--- config.mk ---
export PLATFORM = sky130hd
export DESIGN_NAME = inst_fetch_unit
export DESIGN_NICKNAME = d
export VERILOG_FILES = /design/src/rtl/inst_fetch_unit.sv
export SDC_FILE = /design/constraint.sdc
export NUM_CORES = 1
export LEC_CHECK = 0
export ABC_AREA = 1
export CORE_UTILIZATION = 50
export CTS_CLUSTER_SIZE = 24
export DETAILED_ROUTE_END_ITERATION = 6
export PLACE_DENSITY = 0.81
export RECOVER_POWER = 50
export SETUP_SLACK_MARGIN = 0.5
export SLEW_MARGIN = 5
export SYNTH_ARGS = -nofsm -noshare
export SYNTH_HDL_FRONTEND = slang
export SYNTH_SLANG_ARGS = --single-unit
export TNS_END_PERCENT = 50
--- constraint.sdc ---
create_clock -name CLK -period 4 [get_ports CLK]
set_clock_uncertainty 0.05 [all_clocks]
set_input_delay 1 -clock CLK [delete_from_list [all_inputs] [get_ports CLK]]
set_output_delay 1 -clock CLK [all_outputs]
set_load 0.005 [all_outputs]
--- src/rtl/inst_fetch_unit.sv ---
// Instruction fetch unit: owns the PC, reads instMem combinationally, and hands each
// word to decode through a one-entry valid/ready slot with branch/jump redirect and HALT.
module inst_fetch_unit #(
    parameter logic [31:0] RESET_PC    = 32'h0000_0000,
    parameter logic [5:0]  HALT_OPCODE = 6'b111111
) (
    input  logic        CLK,
    input  logic        Reset,
    output logic [31:0] IAddr,
    output logic        InsMemRW,
    input  logic [31:0] IDataOut,
    input  logic        PCWre,
    input  logic [1:0]  PCSrc,
    input  logic [31:0] Imm,
    input  logic [25:0] JAddr,
    output logic [31:0] inst_out,
    output logic [31:0] pc_out,
    output logic        inst_valid,
    input  logic        inst_ready,
    output logic        halted
);

    typedef enum logic [1:0] {ST_RST, ST_FETCH, ST_HALT} state_t;

    state_t      state_q, state_d;
    logic [31:0] pc_q, pc_d;
    logic [31:0] inst_q, inst_d;
    logic [31:0] pcout_q, pcout_d;
    logic        valid_q, valid_d;

    logic        accept, redirect, fetch;
    logic [31:0] pc_plus4, br_tgt, jmp_tgt;

    assign accept   = valid_q & inst_ready;
    assign redirect = accept & PCWre & ((PCSrc == 2'b01) | (PCSrc == 2'b10));
    assign fetch    = (state_q == ST_FETCH) & PCWre & (~valid_q | inst_ready) & ~redirect;

    // Redirect targets are relative to the word being consumed, not the fetch PC.
    assign pc_plus4 = pcout_q + 32'd4;
    assign br_tgt   = pc_plus4 + (Imm << 2);
    assign jmp_tgt  = {pc_plus4[31:28], JAddr, 2'b00};

    always_comb begin
        state_d = state_q;
        pc_d    = pc_q;
        inst_d  = inst_q;
        pcout_d = pcout_q;
        valid_d = valid_q;
        unique case (state_q)
            ST_RST:   state_d = ST_FETCH;
            ST_FETCH: state_d = ST_FETCH;
            ST_HALT:  state_d = ST_HALT;
            default:  state_d = ST_RST;
        endcase
        if (redirect) begin
            pc_d    = (PCSrc == 2'b01) ? br_tgt : jmp_tgt;
            valid_d = 1'b0;
            state_d = ST_FETCH;
        end else if (fetch) begin
            inst_d  = IDataOut;
            pcout_d = pc_q;
            valid_d = 1'b1;
            pc_d    = pc_q + 32'd4;
            if (IDataOut[31:26] == HALT_OPCODE) state_d = ST_HALT;
        end else if (accept) begin
            valid_d = 1'b0;
        end
    end

    always_ff @(posedge CLK) begin
        if (Reset) begin
            state_q <= ST_RST;
            pc_q    <= RESET_PC;
            inst_q  <= 32'd0;
            pcout_q <= 32'd0;
            valid_q <= 1'b0;
        end else begin
            state_q <= state_d;
            pc_q    <= pc_d;
            inst_q  <= inst_d;
            pcout_q <= pcout_d;
            valid_q <= valid_d;
        end
    end

    assign IAddr      = pc_q;
    assign InsMemRW   = (state_q == ST_FETCH);
    assign halted     = (state_q == ST_HALT);
    assign inst_out   = inst_q;
    assign pc_out     = pcout_q;
    assign inst_valid = valid_q;

endmodule
Yosys cells after proc, flatten, opt, wreduce, memory -nomap -nowiden
Cells that the tools add are included.
{ "op_classes": {"n_reduce_logical": 6, "shifts": 0, "add_sub_neg": 3, "bitwise_logic": 10, "magnitude_cmp": 0, "eq_ne": 5, "n_mul": 0, "n_div": 0, "muxes": 9} }
{ "op_table": {"columns": ["operator", "count"], "rows": [
  ["$mux 32", 3],
  ["$add 32x3->32 const B", 2],
  ["$add 32x32->32", 1],
  ["$and 1x1->1", 6],
  ["$eq 6x6->1 const B", 1],
  ["$eq 2x1->1 const B", 2],
  ["$eq 2x2->1 const B", 2],
  ["$mux 2", 2],
  ["$pmux 2 s2", 1],
  ["$reduce_bool 2->1", 2],
  ["$reduce_or 2->1", 2],
  ["$mux 1", 3],
  ["$logic_not 2->1", 1],
  ["$not 1->1", 2],
  ["$or 1x1->1", 2],
  ["$reduce_and 2->1", 1]
]} }
{ "totals": {"ramBits": 0, "latch_bits": 0, "rom_bits": 0, "elab_cells": 39, "input_bits": 96, "mem_count": 0, "out_inout_bits": 99, "regBits": 99} }

Depth between registers and ports, before layout
Gate-level depths: netlist (run 1).
{ "logic_depth": {"depth_word": 7, "ltp_mapped": 24, "depth_no_buf": 24} }

Least setup slack after synthesis (run 1)
Ideal clock, no wire load.
{ "synth_path": {"kind": "reg2reg", "from": "reg pcout_q[2], in the netlist pc_out[2]", "to": "reg pc_q[31], in the netlist IAddr[31]", "arrival_ps": 2759, "setup_ps": 66, "slack_ps": 1124, "path_buffers": 0, "synth_period_minus_slack_ps": 2876, "stages_incl_launch_ff": 21, "required_ps": 3884, "path_cell_list": "dfxtp_1 ha_1 nand3_2 nor4_1 nand4_1 nor2_1 nand2_1 xor2_1 inv_1 ha_1 nand2_1 nor2_1 inv_1 nor2_1 and3_1 nand2_1 nand2_1 nand2_1 nand3_1 nand2_1 a21oi_2"} }
{ "synth_between": {"elab_chain_cells": 4} }
{ "synth_lines": {"columns": ["element", "line_no", "text"], "rows": [
  ["from (decl)", "28", "logic [31:0] pcout_q, pcout_d;"],
  ["from (signal assigned)", "81", "pcout_q <= pcout_d;"],
  ["$add 32x3->32 (*)", "39", "assign pc_plus4 = pcout_q + 32'd4;"],
  ["$add 32x32->32", "40", "assign br_tgt = pc_plus4 + (Imm << 2);"],
  ["$mux 32 (*)", "56", "pc_d = (PCSrc == 2'b01) ? br_tgt : jmp_tgt;"],
  ["$mux 32 (*)", "55", "if (redirect) begin"],
  ["to (signal assigned)", "79", "pc_q <= pc_d;"],
  ["to (decl)", "26", "logic [31:0] pc_q, pc_d;"]
]} }
Mark *: on every way between the ends. The rest lies on a longest branch, timed or not.
A chain may end at the register's enable or synchronous reset.

Worst setup path after layout (run 1)
{ "layout_path": {"from": "reg pcout_q[7], in the netlist pc_out[7]", "to": "reg pc_q[13], in the netlist IAddr[13]"} }
{ "layout_between": {"elab_chain_cells": 4} }
{ "layout_lines": {"columns": ["element", "line_no"], "rows": [
  ["$add 32x3->32", "39"],
  ["$add 32x32->32", "40"],
  ["$mux 32", "56"],
  ["$mux 32", "55"]
]} }
No other way between the ends.

==> run metrics, run 1 <==
synthesized flop and latch total 99; ratio of cells with drive above 1 in the final layout 0.0592; hpwl dp 21500 µm; worst path arrival time 3650 ps; port bufs 192; TritonCTS clock tree built; status finished with violations; Slew @ Worst Pin 1220 ps; post-synth top area share 0.259; Initial Utilization 0.518; core area roughly 15000 µm²; Synth Area in XOR/XNOR 0.0618; complex-gate fraction of the synthesized area 0.152; Routed Antenna Nets 0; Finished Cell Area 10200 µm²; ranking of synthesized cells by area dfxtp_1, nand2_1, nor2_1, inv_1, o21ai_0; pwr dens 274 nW/µm²; setup TNS 0 ps; clk slew on worst S/H paths 60 ps; CP endpoint kind register; Iter 0 DRT Violations 739; drt drc 7; WL/cell around 17 µm; Filler Cells Inserted 1369; CP Data Required Time roughly 4200 ps; first-pass GRT wire length 42200 µm; slew margin rel. 0.187; Synth Area in Simple Gates 0.363; Root Buffer clkbuf_16; worst min-delay path class reg2reg; Synth Area in Adders 0.0631; Final Worst Setup Slack 508 ps; Mean Syn Cell Area 6.03 µm²; peak supply drop 0.322 mV; Final nets between 1500 and 2000; largest net degree at the start of global routing 50; Setup CP Type reg2reg; sequential element share of the synthesized area 0.259; Mapped Nets 1402; synth unique cells 41; area post-placement 9770 µm²; final core occ 0.690; gr usage total 0.340; final slew viol count 0; Worst-Skew Late Latency around 340 ps; failing checks design-rule violations; largest family of logic cells by synthesized area simple AND/OR/NAND/NOR gates; Fin. Hold Viols 0; pre-CTS setup slack 428 ps; Die X 126 µm; Clock Path Buffers 2; synth warn 0; startpoint types register; Post-CTS Hold Fix Bufs 0; Routed WL approximately 27000 µm; synth-to-layout area growth 33.2%; total clock sinks 99; Die ar. 15800 µm²; drt pass-1 iters 7; total power draw 2.79 mW; final setup violation count 0; static leakage between 4 and 5 nW; proportion of synthesized area in mux cells 0; min Tclk post-route 3490 ps; final period utilization 0.873; maximum clock rate ~0.29 GHz; largest area contributor in the netlist dfxtp_1; RSZ-0062 raised after global routing true; initial antenna violation count 0; GPL Wtd Cong 0.962; cts bufs inserted 9; vias in the first global route 8384; max-cap viol count 0; FP Rows 44; Die Height around 130 µm; Antenna Diode Count 0; cell area after synthesis between 7000 and 8000 µm²; cell count after synthesis 1268; Worst Path Max Fanout 6; via count 8938; gr ovfl total 0; vias per cell 5.46; IO Pins 195; H-Tree Depth 3
cells by family after synthesis:
| family | after synthesis |
|---|---|
| AOI/OAI and AO/OA | 221 |
| xor gates and xnor gates | 54 |
| adders and majority gates | 38 |
| buffers and inverters | 201 |
| DFF | 99 |
| and+or+nand+nor | 655 |
placed cells by master (no fill, tap or decap), types with 7 or more instances in the layout:
master           count
a21oi_1             81
buf_4               12
clkbuf_16            9
clkdlybuf4s50_1    107
dfxtp_1             99
dlygate4sd3_1       85
ha_1                34
inv_1              152
inv_2                8
nand2_1            307
nand2_2             10
nand3_1             79
nand4_1             13
nor2_1             185
nor2_2              15
nor3_1              17
nor3_2               7
o21ai_0            102
o21ai_1             11
xnor2_1             16
xor2_1              38
repair_timing:
action | CTS | global route
buffers inserted | 0 | 3
hold endpoints to repair | 0 | 0
resized for setup | 2 | 36
endpoints found under the setup margin | 4 | 14
pin swaps | 0 | 4
Yosys cell counts (all sizes together):
cell type and number:
a31oi 5, ha 37, clkinv 4, buf 16, fa 1, xor2 38
dfxtp 99, inv 159, a32oi 1, o21ai 113, clkbuf 22, nor3 25
o221ai 1, and3 1, or2 2, a21oi 83, xnor2 16, nand3b 2
a211oi 5, nor4 5, o21bai 5, nor3b 1, nand2 317, nand4 13
a21o 1, o31ai 1, o22ai 2, o211ai 4, nand3 84, nor2 205
through the flow:
step / hold WS [ps] / instances
detailed placement: 410 / 1619
global placement: 399 / 1619
CTS: 437 / 1634
finish: 437 / 1637
global route: 455 / 1637
floorplan: 406 / 1268
worst max-delay path, stage by stage, from the launching register on:
cell	delay (ps)
dfxtp_1	500
nand2_2	190
inv_1	80
nand4_1	200
nor2_4	220
buf_4	140
xor2_1	190
ha_1	310
nand2_1	150
inv_1	50
nand2_1	60
nand2_1	70
inv_1	60
nand3_1	250
xor2_1	260
o21ai_0	440
a21oi_1	130
power by group:
| part | internal [mW] | switching [mW] | leakage (nW) |
|---|---|---|---|
| Sequential | 1.05 | 0.0869 | 0.814 |
| Clock | 0.515 | 0.352 | 0.146 |
| Combinational | 0.352 | 0.427 | 3.88 |
| Total | 1.92 | 0.867 | 4.84 |
state kept, by name, summed over array words and instances (netlist names):
name        flops
state_q         2
pc_out         32
inst_valid      1
inst_out       32
IAddr          32
metal layers:
metal / wire length, µm / GRT usage
met3: 2070 / 0.0586
met2: 13000 / 0.597
met4: 921 / 0.129
met5: 0 / 0
met1: 11200 / 0.413
worst paths after layout:
| check | startpoint | end | slack [ps] | cells after the start |
|---|---|---|---|---|
| setup / recovery | pc_out[7] | IAddr[13] | 510 | 16 |
| hold / removal | IAddr[0] | pc_out[0] | 440 | 2 |
| hold reg to reg | IAddr[0] | pc_out[0] | 440 | 2 |
| setup reg to reg | pc_out[7] | IAddr[13] | 510 | 16 |
layout make-up:
class,count,area (µm²),area share
flip-flops and latches,99,1980,0.195
repair buffers,208,2060,0.202
clock buffers,13,260,0.0255
clock inverters,2,35.0,0.00344
well taps,184,230,0.0226
inverters,163,612,0.0601
multi-input cells,968,5010,0.492
No activity file was read; power rests on OpenSTA's default activity.
==> run 2: changes to the inputs <==
--- a/config.mk
+++ b/config.mk
@@ -11,7 +11,7 @@
 export DETAILED_ROUTE_END_ITERATION = 6
 export PLACE_DENSITY = 0.81
 export RECOVER_POWER = 50
-export SETUP_SLACK_MARGIN = 0.5
+export SETUP_SLACK_MARGIN = 0.1
 export SLEW_MARGIN = 5
 export SYNTH_ARGS = -nofsm -noshare
 export SYNTH_HDL_FRONTEND = slang
==> run 2 against run 1 <==
  * The run still ends with design-rule violations left
  * Utilization is 0.86 points lower
  * Cell area down 1.3%
  * Non-clock buffer count is 3 lower
  * Via count fell by 0.78%
  * Flip-flop and latch count stayed put
  * Critical path type unchanged
  * Critical endpoint is now IAddr[17]
  * Largest power group unchanged
  * Highest routed layer unchanged
==> run metrics, run 2 (synthesized netlist as in run 1, its figures left out) <==
WP depth 16 (unchanged); largest net degree at the start of global routing 50 (unchanged); Initial Utilization 0.518 (unchanged); gr ovfl total 0 (unchanged); Final nets 1580 (-0.19%); Die X 126 µm (unchanged); worst path arrival time 3800 ps (+150 ps); commonest non-fill, non-tap cell in the layout nand2_1; Hold Path Depth 2 (unchanged); H-Tree Depth 3 (unchanged); Die Height 126 µm (unchanged); drt drc 7 (unchanged); Worst Path Max Fanout 6 (unchanged); TritonCTS clock tree built; critical path's most frequent cell nand2_1; final period utilization 0.910 (+0.0374); min Tclk post-route 3640 ps (+150 ps); max-cap viol count 0 (unchanged); Die ar. 15800 µm² (unchanged); cts bufs inserted 9 (unchanged); Fin. Hold Viols 0 (unchanged); hpwl dp 21500 µm (unchanged); pwr dens 276 nW/µm² (+0.79%); Clock Path Buffers 2 (unchanged); final setup violation count 0 (unchanged); slew margin rel. 0.186 (-0.000703); initial antenna violation count 0 (unchanged); WL/cell 16.5 µm (-0.79%); IO Pins 195 (unchanged); Worst-Skew Late Latency 340 ps (about the same); first-pass GRT wire length 42200 µm (unchanged); Top Family by Delay on Critical Path simple AND/OR/NAND/NOR gates; Routed WL 27000 µm (-0.97%); vias per cell 5.43 (-0.60%); Finished Cell Area 10100 µm² (-1.3%); CP bufs+invs 2 (-2); maximum clock rate 0.275 GHz (-4.1%); ratio of cells with drive above 1 in the final layout 0.0428 (-0.0164); via count 8868 (-0.78%); commonest non-fill, non-tap cells in the layout nand2_1, nor2_1, inv_1; synth-to-layout area growth 31.5%; Slew @ Worst Pin 1220 ps (+1.05 ps); core area 14800 µm² (unchanged); CP endpoint kind register; cells along the critical path nand2_1 > inv_1 > nand4_1 > nor2_2 > nand2_1 > xnor2_1 > ha_1 > nand2_1 > nor2_1 > nand2_1 > nand3_1 > inv_1 > nand2_1 > xor2_1 > o21ai_0 > a21oi_1; Hold WS 438 ps (+1.30 ps); clk slew on worst S/H paths 60 ps (about the same); port bufs 192 (unchanged); peak supply drop 0.323 mV (+0.33%); CP Data Required Time 4160 ps (about the same); Antenna Diode Count 0 (unchanged); GPL Wtd Cong 0.962 (unchanged); final std cells w/o fill 1634 (-0.18%); dpl cells 1619 (unchanged); Post-CTS Hold Fix Bufs 0 (unchanged); gr usage total 0.340 (unchanged); slowest CP cell dfxtp_1; worst min-delay path class reg2reg; FP Rows 44 (unchanged); drt pass-1 iters 7 (unchanged); Root Buffer clkbuf_16; Iter 0 DRT Violations 760 (+2.8%); total clock sinks 99 (unchanged); final slew viol count 0 (unchanged); area post-placement 9770 µm² (unchanged); startpoint types register; RSZ-0062 raised after global routing false; setup TNS 0 ps (unchanged); static leakage 4.82 nW (-0.34%); vias in the first global route 8384 (unchanged); status finished with violations; R2R depth 16 (unchanged); Setup CP Type reg2reg; failing checks design-rule violations; crit-path max cell delay 480 ps (-20 ps); Routed Antenna Nets 0 (unchanged); total power draw 2.77 mW (-0.47%)
run 2: path summary, 6_finish.rpt:
kind | start | endpoint | slack [ps]
max | pc_out[7] | IAddr[17] | 360
min | IAddr[1] | pc_out[1] | 440
max reg2reg | pc_out[7] | IAddr[17] | 360
min reg2reg | IAddr[1] | pc_out[1] | 440
run 2: where the power goes:
part	internal, mW	switching [mW]
Sequential	1.05	0.0854
Combinational	0.347	0.421
Clock	0.515	0.352
Total	1.92	0.859
run 2: what timing repair did:
item / in CTS / in global routing
endpoints found under the hold margin: 0 / 0
buffers inserted: 0 / 0
gates resized for setup: 0 / 1
endpoints found under the setup margin: 0 / 2
run 2: final cells by class:
type | count | area [µm²]
Multi-Input combinational cell | 968 | 4900
Fill cell | 1397 | 4690
Timing Repair Buffer | 205 | 2040
Sequential cell | 99 | 1980
Inverter | 163 | 612
Clock buffer | 13 | 260
Tap cell | 184 | 230
Clock inverter | 2 | 35.0
run 2: worst register-to-register path: stages (launching register included):
cell,delay [ps]
dfxtp_1,480
nand2_1,210
inv_1,90
nand4_1,150
nor2_2,280
nand2_1,150
xnor2_1,190
ha_1,390
nand2_1,130
nor2_1,340
nand2_1,110
nand3_1,150
inv_1,50
nand2_1,90
xor2_1,70
o21ai_0,460
a21oi_1,120
run 2: per-layer routing:
| metal | share of wire | GRT usage | vias to the layer above |
|---|---|---|---|
| li1 | - | - | 4434 |
| met1 | 0.42 | 0.413 | 4024 |
| met2 | 0.48 | 0.597 | 349 |
| met3 | 0.067 | 0.0586 | 61 |
| met4 | 0.029 | 0.129 | 0 |
| met5 | 0 | 0 | - |
run 2: per-stage QoR:
step           utilization  worst slack (ps)
2_1_floorplan            -              1120
5_1_grt              0.682               127
6_report             0.682               359
3_5_place_dp         0.662               428
3_3_place_gp         0.662               469
4_1_cts              0.682               418
==> run 3: changes to the inputs <==
--- a/config.mk
+++ b/config.mk
@@ -6,12 +6,14 @@
 export NUM_CORES = 1
 export LEC_CHECK = 0
 export ABC_AREA = 1
-export CORE_UTILIZATION = 50
+export CELL_PAD_IN_SITES_DETAIL_PLACEMENT = 2
+export CELL_PAD_IN_SITES_GLOBAL_PLACEMENT = 2
+export CORE_UTILIZATION = 26
 export CTS_CLUSTER_SIZE = 24
 export DETAILED_ROUTE_END_ITERATION = 6
-export PLACE_DENSITY = 0.81
+export PLACE_DENSITY_LB_ADDON = 0.1
 export RECOVER_POWER = 50
-export SETUP_SLACK_MARGIN = 0.1
+export SETUP_SLACK_MARGIN = 0.3
 export SLEW_MARGIN = 5
 export SYNTH_ARGS = -nofsm -noshare
 export SYNTH_HDL_FRONTEND = slang
==> run 3 against run 2 <==
  * The flow now finishes without violations
  * Via count grew 1.5%
  * Sequential share of layout area shrank 0.70 points
  * Utilization shrank 32 points
  * Critical endpoint is now IAddr[26]
  * Power grew 0.90%
  * Largest power group unchanged
  * Clock-buffer cell count shrank 2
  * First-iteration DRC count shrank 61%
  * Critical path depth grew 5
  * Non-clock buffer count grew 11
  * Hold slack lost 18 ps
==> run metrics, run 3 (synthesized netlist as in run 1, its figures left out) <==
ratio of cells with drive above 1 in the final layout 0.0602 (+0.0174); Root Buffer clkbuf_16; Slew @ Worst Pin 687 ps (-532 ps); worst path arrival time 3740 ps (-60 ps); cells along the critical path nand2_1 > nor2_2 > nand2_2 > inv_2 > nand3_2 > inv_2 > nand4_1 > nor3_2 > xor2_1 > inv_1 > ha_1 > nand2_1 > nor2_1 > nand2_1 > nor2_1 > nand2_1 > nand3_1 > nand2_1 > nand3_1 > nand2_1 > a21oi_1; Reg-to-Reg Start pc_out[5]; vias in the first global route 9702 (+16%); final slew viol count 0 (unchanged); Worst Path Max Fanout 6 (unchanged); CP Data Required Time 4230 ps (+70 ps); static leakage 4.88 nW (+1.2%); startpoint types register; slew margin rel. 0.542 (+0.356); Worst-Skew Late Latency 350 ps (about the same); largest net degree at the start of global routing 55 (+10%); hpwl dp 29400 µm (+37%); reg2reg end IAddr[26]; final setup violation count 0 (unchanged); drt pass-1 iters 4 (-3); worst min-delay path class reg2reg; Initial Utilization 0.265 (-0.253); critical path's most frequent cell nand2_1; max-cap viol count 0 (unchanged); CP bufs+invs 3 (+1); Clock Path Buffers 2 (unchanged); maximum clock rate 0.285 GHz (+3.7%); Routed Antenna Nets 0 (unchanged); port bufs 192 (unchanged); Routed WL 36000 µm (+33%); WL/cell 19.5 µm (+18%); clock power share 0.299 (-0.014); Final nets 1591 (+0.70%); Antenna Diode Count 0 (unchanged); FP Rows 62 (+41%); commonest non-fill, non-tap cell in the layout nand2_1; Worst Setup EP IAddr[26]; vias per cell 4.88 (-10%); switching portion of total power 0.345 (+0.0350); sequential power share 0.406 (-0.005); RSZ-0062 raised after global routing false; clk slew on worst S/H paths 70 ps (about the same); IO Pins 195 (unchanged); Fin. Hold Viols 0 (unchanged); Iter 0 DRT Violations 298 (-61%); crit-path max cell delay 490 ps (about the same); switching power total 965 µW (+12%); R2R depth 21 (+5); Finished Cell Area 10400 µm² (+3.8%); Top Family by Delay on Critical Path simple AND/OR/NAND/NOR gates; Hold Path Depth 2 (unchanged); core area 28900 µm² (+96%); CP endpoint kind register; synth-to-layout area growth 36.5%; first-pass GRT wire length 55400 µm (+31%); final period utilization 0.878 (-0.0322); setup TNS 0 ps (unchanged); pwr dens 268 nW/µm² (-2.8%); Die X 174 µm (+38%); R2R setup slack 490 ps (+130 ps); GPL Wtd Cong 0.860 (-11%); drt drc 0 (-7); peak supply drop 0.172 mV (-47%); Die Height 174 µm (+38%); min Tclk post-route 3510 ps (-129 ps); gr usage total 0.238 (-0.101); Die ar. 30100 µm² (+91%); Comb power frac 0.295 (+0.018); gr ovfl total 0 (unchanged); total power draw 2.80 mW (+0.90%); total clock sinks 99 (unchanged); H-Tree Depth 3 (unchanged); WP depth 21 (+5); area post-placement 10100 µm² (+3.2%); via count 9004 (+1.5%); status finished clean; internal power 1.84 mW (-4.2%); commonest non-fill, non-tap cells in the layout nand2_1, nor2_1, inv_1; CP startpoint pc_out[5]; initial antenna violation count 0 (unchanged); Setup CP Type reg2reg; slowest CP cell dfxtp_1; TritonCTS clock tree built; cts bufs inserted 9 (unchanged)
## run 3: changes by cell type in the layout (fill, tap and decap cells not counted), moves of 2 or more
cell,change
clkbuf_8,-2
nor2_1,-4
ha_1,-3
dfxtp_1,-2
nor2_2,+3
clkinvlp_4,+2
ha_4,+2
dfxtp_2,+2
buf_4,+11
## run 3: worst register-to-register path, stage by stage (launching register included)
cell	delay [ps]
dfxtp_1	490
nand2_1	170
nor2_2	140
nand2_2	120
inv_2	80
nand3_2	90
inv_2	80
nand4_1	190
nor3_2	240
xor2_1	170
inv_1	120
ha_1	320
nand2_1	90
nor2_1	230
nand2_1	130
nor2_1	110
nand2_1	120
nand3_1	120
nand2_1	60
nand3_1	60
nand2_1	100
a21oi_1	160
## run 3: metal layers
| metal | part of all wire | wire length, µm | vias to the layer above | track usage |
|---|---|---|---|---|
| met5 | 0 | 0 | - | 0 |
| met4 | 0.017 | 614 | 0 | 0.0564 |
| met3 | 0.029 | 1030 | 28 | 0.0285 |
| met2 | 0.50 | 18000 | 132 | 0.429 |
| met1 | 0.46 | 16400 | 4400 | 0.300 |
| li1 | - | - | 4444 | - |
## run 3: worst min path at each step
stage / start / end / slack (ps)
2_1_floorplan: inst_out[26] / inst_out[26] / 410
3_3_place_gp: inst_out[26] / inst_out[26] / 400
3_5_place_dp: inst_out[26] / inst_out[26] / 420
4_1_cts: inst_out[26] / inst_out[26] / 430
5_1_grt: inst_out[26] / inst_out[26] / 450
6_report: inst_out[26] / inst_out[26] / 420
## run 3: power groups by stage
stage | Combinational, mW | Clock (mW) | Sequential (mW)
2_1_floorplan | 0.414 | 0 | 1.14
3_3_place_gp | 0.827 | 0 | 1.16
3_5_place_dp | 0.849 | 0 | 1.16
4_1_cts | 0.856 | 0.863 | 1.14
5_1_grt | 0.920 | 0.892 | 1.15
6_report | 0.825 | 0.838 | 1.14
## run 3: cell type report
cell class	count	area, µm²
fill	3587	18400
multi-input combinational	968	4980
timing repair buffer	216	2120
sequential	99	1980
inverter	163	612
tap	384	480
clock buffer	11	233
clock inverter	5	37.5
## run 3: stage by stage
stage	setup slack (ps)	std cells	util	hold slack (ps)
2_1_floorplan	1120	1268	-	406
3_3_place_gp	364	1827	0.349	398
3_5_place_dp	312	1827	0.349	416
4_1_cts	334	1843	0.359	425
5_1_grt	181	1846	0.362	452
6_report	488	1846	0.362	420
## run 3: repair_timing
action / 4_1_cts / 5_1_grt
resized for setup: 0 / 19
setup endpoints to repair: 0 / 11
buffers inserted: 0 / 3
hold buffers: 0 / 0
